`config.mk`:
```
export PLATFORM = sky130hd
export DESIGN_NAME = burst_rx
export DESIGN_NICKNAME = d
export VERILOG_FILES = /design/src/rtl/burst_rx.sv
export SDC_FILE = /design/constraint.sdc
export NUM_CORES = 1
export LEC_CHECK = 0
export BUFFER_PORTS_ARGS = -buffer_cell sky130_fd_sc_hd__buf_2
export CORE_UTILIZATION = 55
export DETAILED_ROUTE_END_ITERATION = 16
export PLACE_DENSITY = 0.74
export SYNTH_ARGS = -nofsm -noshare
export SYNTH_HDL_FRONTEND = slang
export SYNTH_SLANG_ARGS = --single-unit
```
`constraint.sdc`:
```
create_clock -name clk -period 5.4 [get_ports clk]
set_clock_uncertainty 0.2 [all_clocks]
set_input_delay 0.27 -clock clk [delete_from_list [all_inputs] [get_ports clk]]
set_output_delay 0.27 -clock clk [all_outputs]
set_load 0.005 [all_outputs]
```
`src/rtl/burst_rx.sv`:
```
// Carrier burst receiver: recovers the envelope of a square-wave carrier burst,
// qualifies each rising edge by its period and reports start/end/pulse count.
module burst_rx #(
    parameter int CLKS_PER_HALF_PERIOD = 5,
    parameter int PERIOD_TOL           = 1,
    parameter int MIN_PULSES           = 4,
    parameter int TIMEOUT_CYCLES       = 202,
    parameter int COUNT_WIDTH          = 8
) (
    input  logic                   clk,
    input  logic                   rst,
    input  logic                   in,
    output logic                   burst_active,
    output logic                   burst_start,
    output logic                   burst_end,
    output logic [COUNT_WIDTH-1:0] burst_pulses,
    output logic                   period_err
);

    localparam int P0 = 2 * CLKS_PER_HALF_PERIOD;
    localparam int GW = $clog2(TIMEOUT_CYCLES + 1);
    localparam logic [GW-1:0] LP_LO  = GW'((P0 > PERIOD_TOL) ? (P0 - PERIOD_TOL) : 0);
    localparam logic [GW-1:0] LP_HI  = GW'(P0 + PERIOD_TOL);
    localparam logic [GW-1:0] LP_TMO = GW'(TIMEOUT_CYCLES);
    localparam logic [GW-1:0] LP_ONE = GW'(1);
    localparam logic [COUNT_WIDTH-1:0] LP_CMAX = '1;
    localparam logic [COUNT_WIDTH-1:0] LP_MIN  = COUNT_WIDTH'(MIN_PULSES);
    localparam logic [COUNT_WIDTH-1:0] LP_C1   = COUNT_WIDTH'(1);

    typedef enum logic [1:0] {S_IDLE, S_ACQ, S_LOCK} state_t;

    state_t                 r_state;
    logic                   r_s1, r_s2, r_s3;
    logic [GW-1:0]          r_gap;
    logic [COUNT_WIDTH-1:0] r_cnt;
    logic                   r_active, r_start, r_end, r_err;
    logic [COUNT_WIDTH-1:0] r_pulses;

    logic                   w_rise;
    logic                   w_valid;
    logic                   w_timeout;
    logic [COUNT_WIDTH-1:0] w_cnt_inc;

    // r_gap holds the clock count since the last rise, i.e. the period at the next rise
    assign w_rise    = r_s2 & ~r_s3;
    assign w_valid   = (r_gap >= LP_LO) && (r_gap <= LP_HI);
    assign w_timeout = (r_gap == LP_TMO) && !w_rise;
    assign w_cnt_inc = (r_cnt == LP_CMAX) ? r_cnt : r_cnt + 1'b1;

    always_ff @(posedge clk) begin
        if (rst) begin
            r_state  <= S_IDLE;
            r_s1     <= 1'b0;
            r_s2     <= 1'b0;
            r_s3     <= 1'b0;
            r_gap    <= '0;
            r_cnt    <= '0;
            r_active <= 1'b0;
            r_start  <= 1'b0;
            r_end    <= 1'b0;
            r_err    <= 1'b0;
            r_pulses <= '0;
        end else begin
            r_s1    <= in;
            r_s2    <= r_s1;
            r_s3    <= r_s2;
            r_start <= 1'b0;
            r_end   <= 1'b0;
            r_err   <= 1'b0;

            if (w_rise)
                r_gap <= LP_ONE;
            else if (r_gap != LP_TMO)
                r_gap <= r_gap + 1'b1;

            case (r_state)
                S_IDLE: begin
                    if (w_rise) begin
                        r_cnt   <= LP_C1;
                        r_state <= S_ACQ;
                    end
                end
                S_ACQ: begin
                    if (w_rise) begin
                        if (w_valid) begin
                            r_cnt <= w_cnt_inc;
                            if (w_cnt_inc == LP_MIN) begin
                                r_start  <= 1'b1;
                                r_active <= 1'b1;
                                r_state  <= S_LOCK;
                            end
                        end else begin
                            // an off-period edge restarts acquisition from itself
                            r_cnt <= LP_C1;
                        end
                    end else if (w_timeout) begin
                        r_state <= S_IDLE;
                    end
                end
                S_LOCK: begin
                    if (w_rise) begin
                        if (w_valid)
                            r_cnt <= w_cnt_inc;
                        else
                            r_err <= 1'b1;
                    end else if (w_timeout) begin
                        r_end    <= 1'b1;
                        r_pulses <= r_cnt;
                        r_active <= 1'b0;
                        r_state  <= S_IDLE;
                    end
                end
                default: r_state <= S_IDLE;
            endcase
        end
    end

    assign burst_active = r_active;
    assign burst_start  = r_start;
    assign burst_end    = r_end;
    assign burst_pulses = r_pulses;
    assign period_err   = r_err;

endmodule

```
==> run_results.csv <==
group,metric,value,unit
routing,dr.pass1.iters,10,
critical_path,path_cells,"or4b_1 -> nor3_1 -> nand2_1 -> o21ai_0 -> a21oi_1",
yosys,synth_compound_area_share,18.37,%
clock_network,post-cts-setup-buffer-count,0,
critical_path,endpoint_kind,"flip-flop",
clock_network,numCtsBuffers,5,
clock_network,cts-root-buf,"clkbuf_4",
clock_network,clock_path_buffers,2,
global_route,grt_usage,23.80,%
global_route,antenna_found_initial,0,
critical_path,critPathKind,"flip-flop to flip-flop",
floorplanning,die_h,58.42,um
finish,final_cells,258,
global_route,grt_first_pass_wirelength,6196,um
yosys,syn_area,1750,um^2
timing,rsz0062_at_grt,"false",
routing,routed_wl,3610,um
critical_path,startpoint_type,"flip-flop",
critical_path,cp.required,5.39,ns
outcome,status,"finished, violations left",
yosys,synth_top_family_by_area,"simple AND/OR/NAND/NOR gates",
floorplanning,io_pins,15,
timing,hold_viol,0,
clock_network,cts_max_level,2,
yosys,synth_simple_gate_area_share,28.09,%
clock_network,clk-insertion-delay-late,0.32,ns
yosys,synthCells,204,
placement,hpwl,2585,um
placement,gp_congestion,0.8847,
floorplanning,coreArea,3028,um^2
yosys,ys_seq_area_share,37.74,%
pwr,ir_drop,0.1457,mV
global_route,grt_pass1_vias,1362,
yosys,synth_mux_area_share,2.001,%
worst_hold_path,worstHoldPathType,"primary input to flip-flop",
clock_network,clk_pin_slew,0.09,ns
critical_path,crit_path_top_delay_cell,"nor3_1",
timing,slew_violations,0,
yosys,syn_nets,216,
floorplanning,die_width,58.42,um
finish,syn2layout_area_growth,8.077,%
timing,period_share,53.47,%
routing,drtIter0Drc,75,
critical_path,r2r_cells,5,
timing,fin_setup_tns,0,ns
yosys,ys_warn_count,0,
timing,setup_violations,0,
routing,via_per_inst,5.829,
routing,routedWlPerCell,13.99,um
floorplanning,row_count,20,
yosys,syn-mean-instance-area,8.581,um^2
yosys,synth.distinct_cells,44,
critical_path,ff2ff_setup_slack,2.51,ns
global_route,overflow,0,
timing,worstMarginPinSlew,1.017,ns
timing,slew_headroom,31.70,%
outcome,violations,"design-rule violations",
routing,ant_nets,0,
timing,period_needed,2.887,ns
yosys,synth_seq_cells,33,
pwr,power.density,241.4,nW/um^2
pwr,leakage,0.0007368,uW
yosys,synth_xor_area_share,3.503,%
finish,drive_gt1_share,14.02,%
timing,setup_ws,2.513,ns
floorplanning,start_util,57.81,%
floorplanning,die-area,3412,um^2
routing,drc,1,
critical_path,r2r_start,"r_gap[2]",
placement,port_buffers,14,
job,maxCapViolCount,0,
worst_hold_path,hp-start,"rst",
placement,pre_cts_ws,2.576,ns
critical_path,path_max_fanout,11,
pwr,power.total,456.7,uW
finish,diodes,0,
placement,post-place-cells,250,
yosys,synth_adder_area_share,6.433,%
timing,hold_ws,0.1878,ns
clock_network,cts.sinks,33,
clock_network,hold_buffers,1,
worst_hold_path,holdPathStages,2,
global_route,grt_max_degree,27,
critical_path,cpPeakStageDelay,0.83,ns
clock_network,tritoncts,"yes",
worst_hold_path,hold_end,"r_s2",
critical_path,cp.arrival,2.88,ns
routing,vias,1504,
clock_network,cts_resized,0,
critical_path,r2r-end,"burst_active",
finish,fin_nets,226,
timing,fmax,0.3464,GHz
layout make-up:
| class | instances | area, um^2 |
|---|---|---|
| flip-flops and latches | 33 | 660.6 |
| repair buffers | 15 | 80.08 |
| clock buffers | 7 | 55.05 |
| fillers | 275 | 1136 |
| inverters | 5 | 18.77 |
| multi-input cells | 154 | 1022 |
| well taps | 44 | 55.05 |
logic make-up after synthesis:
group / Yosys count
AOI/OAI and AO/OA: 41
xor gates and xnor gates: 7
adders and majority gates: 9
buffers and inverters: 17
DFF: 33
muxes: 3
and+or+nand+nor: 94
power by group:
group	internal [uW]	switching (uW)
clock	61.4	77.1
combinational	23.4	37.5
sequential	249	8.11
total	334	123
flip-flops by register name, indices dropped and copies added (netlist names):
signal        flops
burst_pulses      8
r_cnt             8
r_gap             8
r_state           2
burst_active      1
burst_end         1
burst_start       1
period_err        1
r_s1              1
r_s2              1
r_s3              1
cell usage in the layout, fill, tap and decap left out, types with 2 or more instances in the layout:
cell type	netlist	routed
nand2_1	14	14
nand2b_1	5	5
a41oi_1	2	2
mux2i_1	2	2
clkbuf_4	0	5
dfxtp_1	33	33
o22ai_1	4	4
inv_1	5	5
nor2b_1	6	6
nand4_1	2	2
nor2_1	27	27
or2_2	2	2
nand3_1	19	19
a21oi_1	13	13
nor3_1	4	4
xnor2_1	5	5
and3_1	7	7
a2111oi_4	2	2
a22o_1	4	4
buf_2	3	14
o21ai_0	4	4
xor2_1	2	2
ha_1	9	9
stage by stage:
step	utilization [%]	area (um^2)
final	62.48	1892
after global routing	62.48	1892
after CTS	62.48	1892
after detailed placement	60.33	1827
after global placement	60.33	1827
after floorplan	-	1750
worst max-delay path by stage:
stage / start / endpoint / slack (ns)
after floorplan: r_cnt[0] / r_state[1] / 3.28
after global placement: r_gap[2] / burst_active / 2.69
after detailed placement: r_gap[2] / burst_active / 2.58
after CTS: r_gap[2] / burst_active / 2.55
after global routing: r_gap[2] / burst_active / 2.28
final: r_gap[2] / burst_active / 2.51
synth_stat cells, drive strengths merged:
cell,number,area (um^2)
a211oi,1,7.510
and3,7,43.79
a2111oi,2,55.05
o21a,1,7.510
or4b,1,10.01
nand3,20,105.1
mux2,1,15.01
nand2,14,52.55
a41o,1,10.01
a32o,1,10.01
or2,2,12.51
a22o,4,35.03
a2bb2oi,1,8.760
nor2,27,101.4
inv,5,18.77
nor4b,2,32.53
dfxtp,33,660.6
xor2,2,17.52
o21ai,5,25.02
nor3,4,20.02
ha,9,112.6
a31o,1,8.760
o21bai,1,7.510
xnor2,5,43.79
nor2b,6,37.54
clkbuf,9,33.78
mux2i,2,20.02
and4,1,8.760
nand4,2,12.51
or3,1,6.260
nor3b,1,7.510
a22oi,1,7.510
a41oi,2,17.52
o22ai,5,37.53
o211a,1,10.01
and4b,1,10.01
buf,3,15.01
nand2b,5,31.28
a21oi,14,73.82
critical path, delay by kind of cell, from the launching register on:
kind	cells	cell delay, ns
simple gates	3	1.82
flops	1	0.38
compound gates	2	0.36
per-layer routing:
metal | vias to the layer above | wire length, um | global-route usage [%]
met3 | 4 | 178 | 4.615
li1 | 745 | - | -
met2 | 41 | 1569 | 35.80
met1 | 714 | 1826 | 33.52
met4 | 0 | 36 | 9.864
met5 | - | 0 | 0
Power figures use the tool's default switching activity.
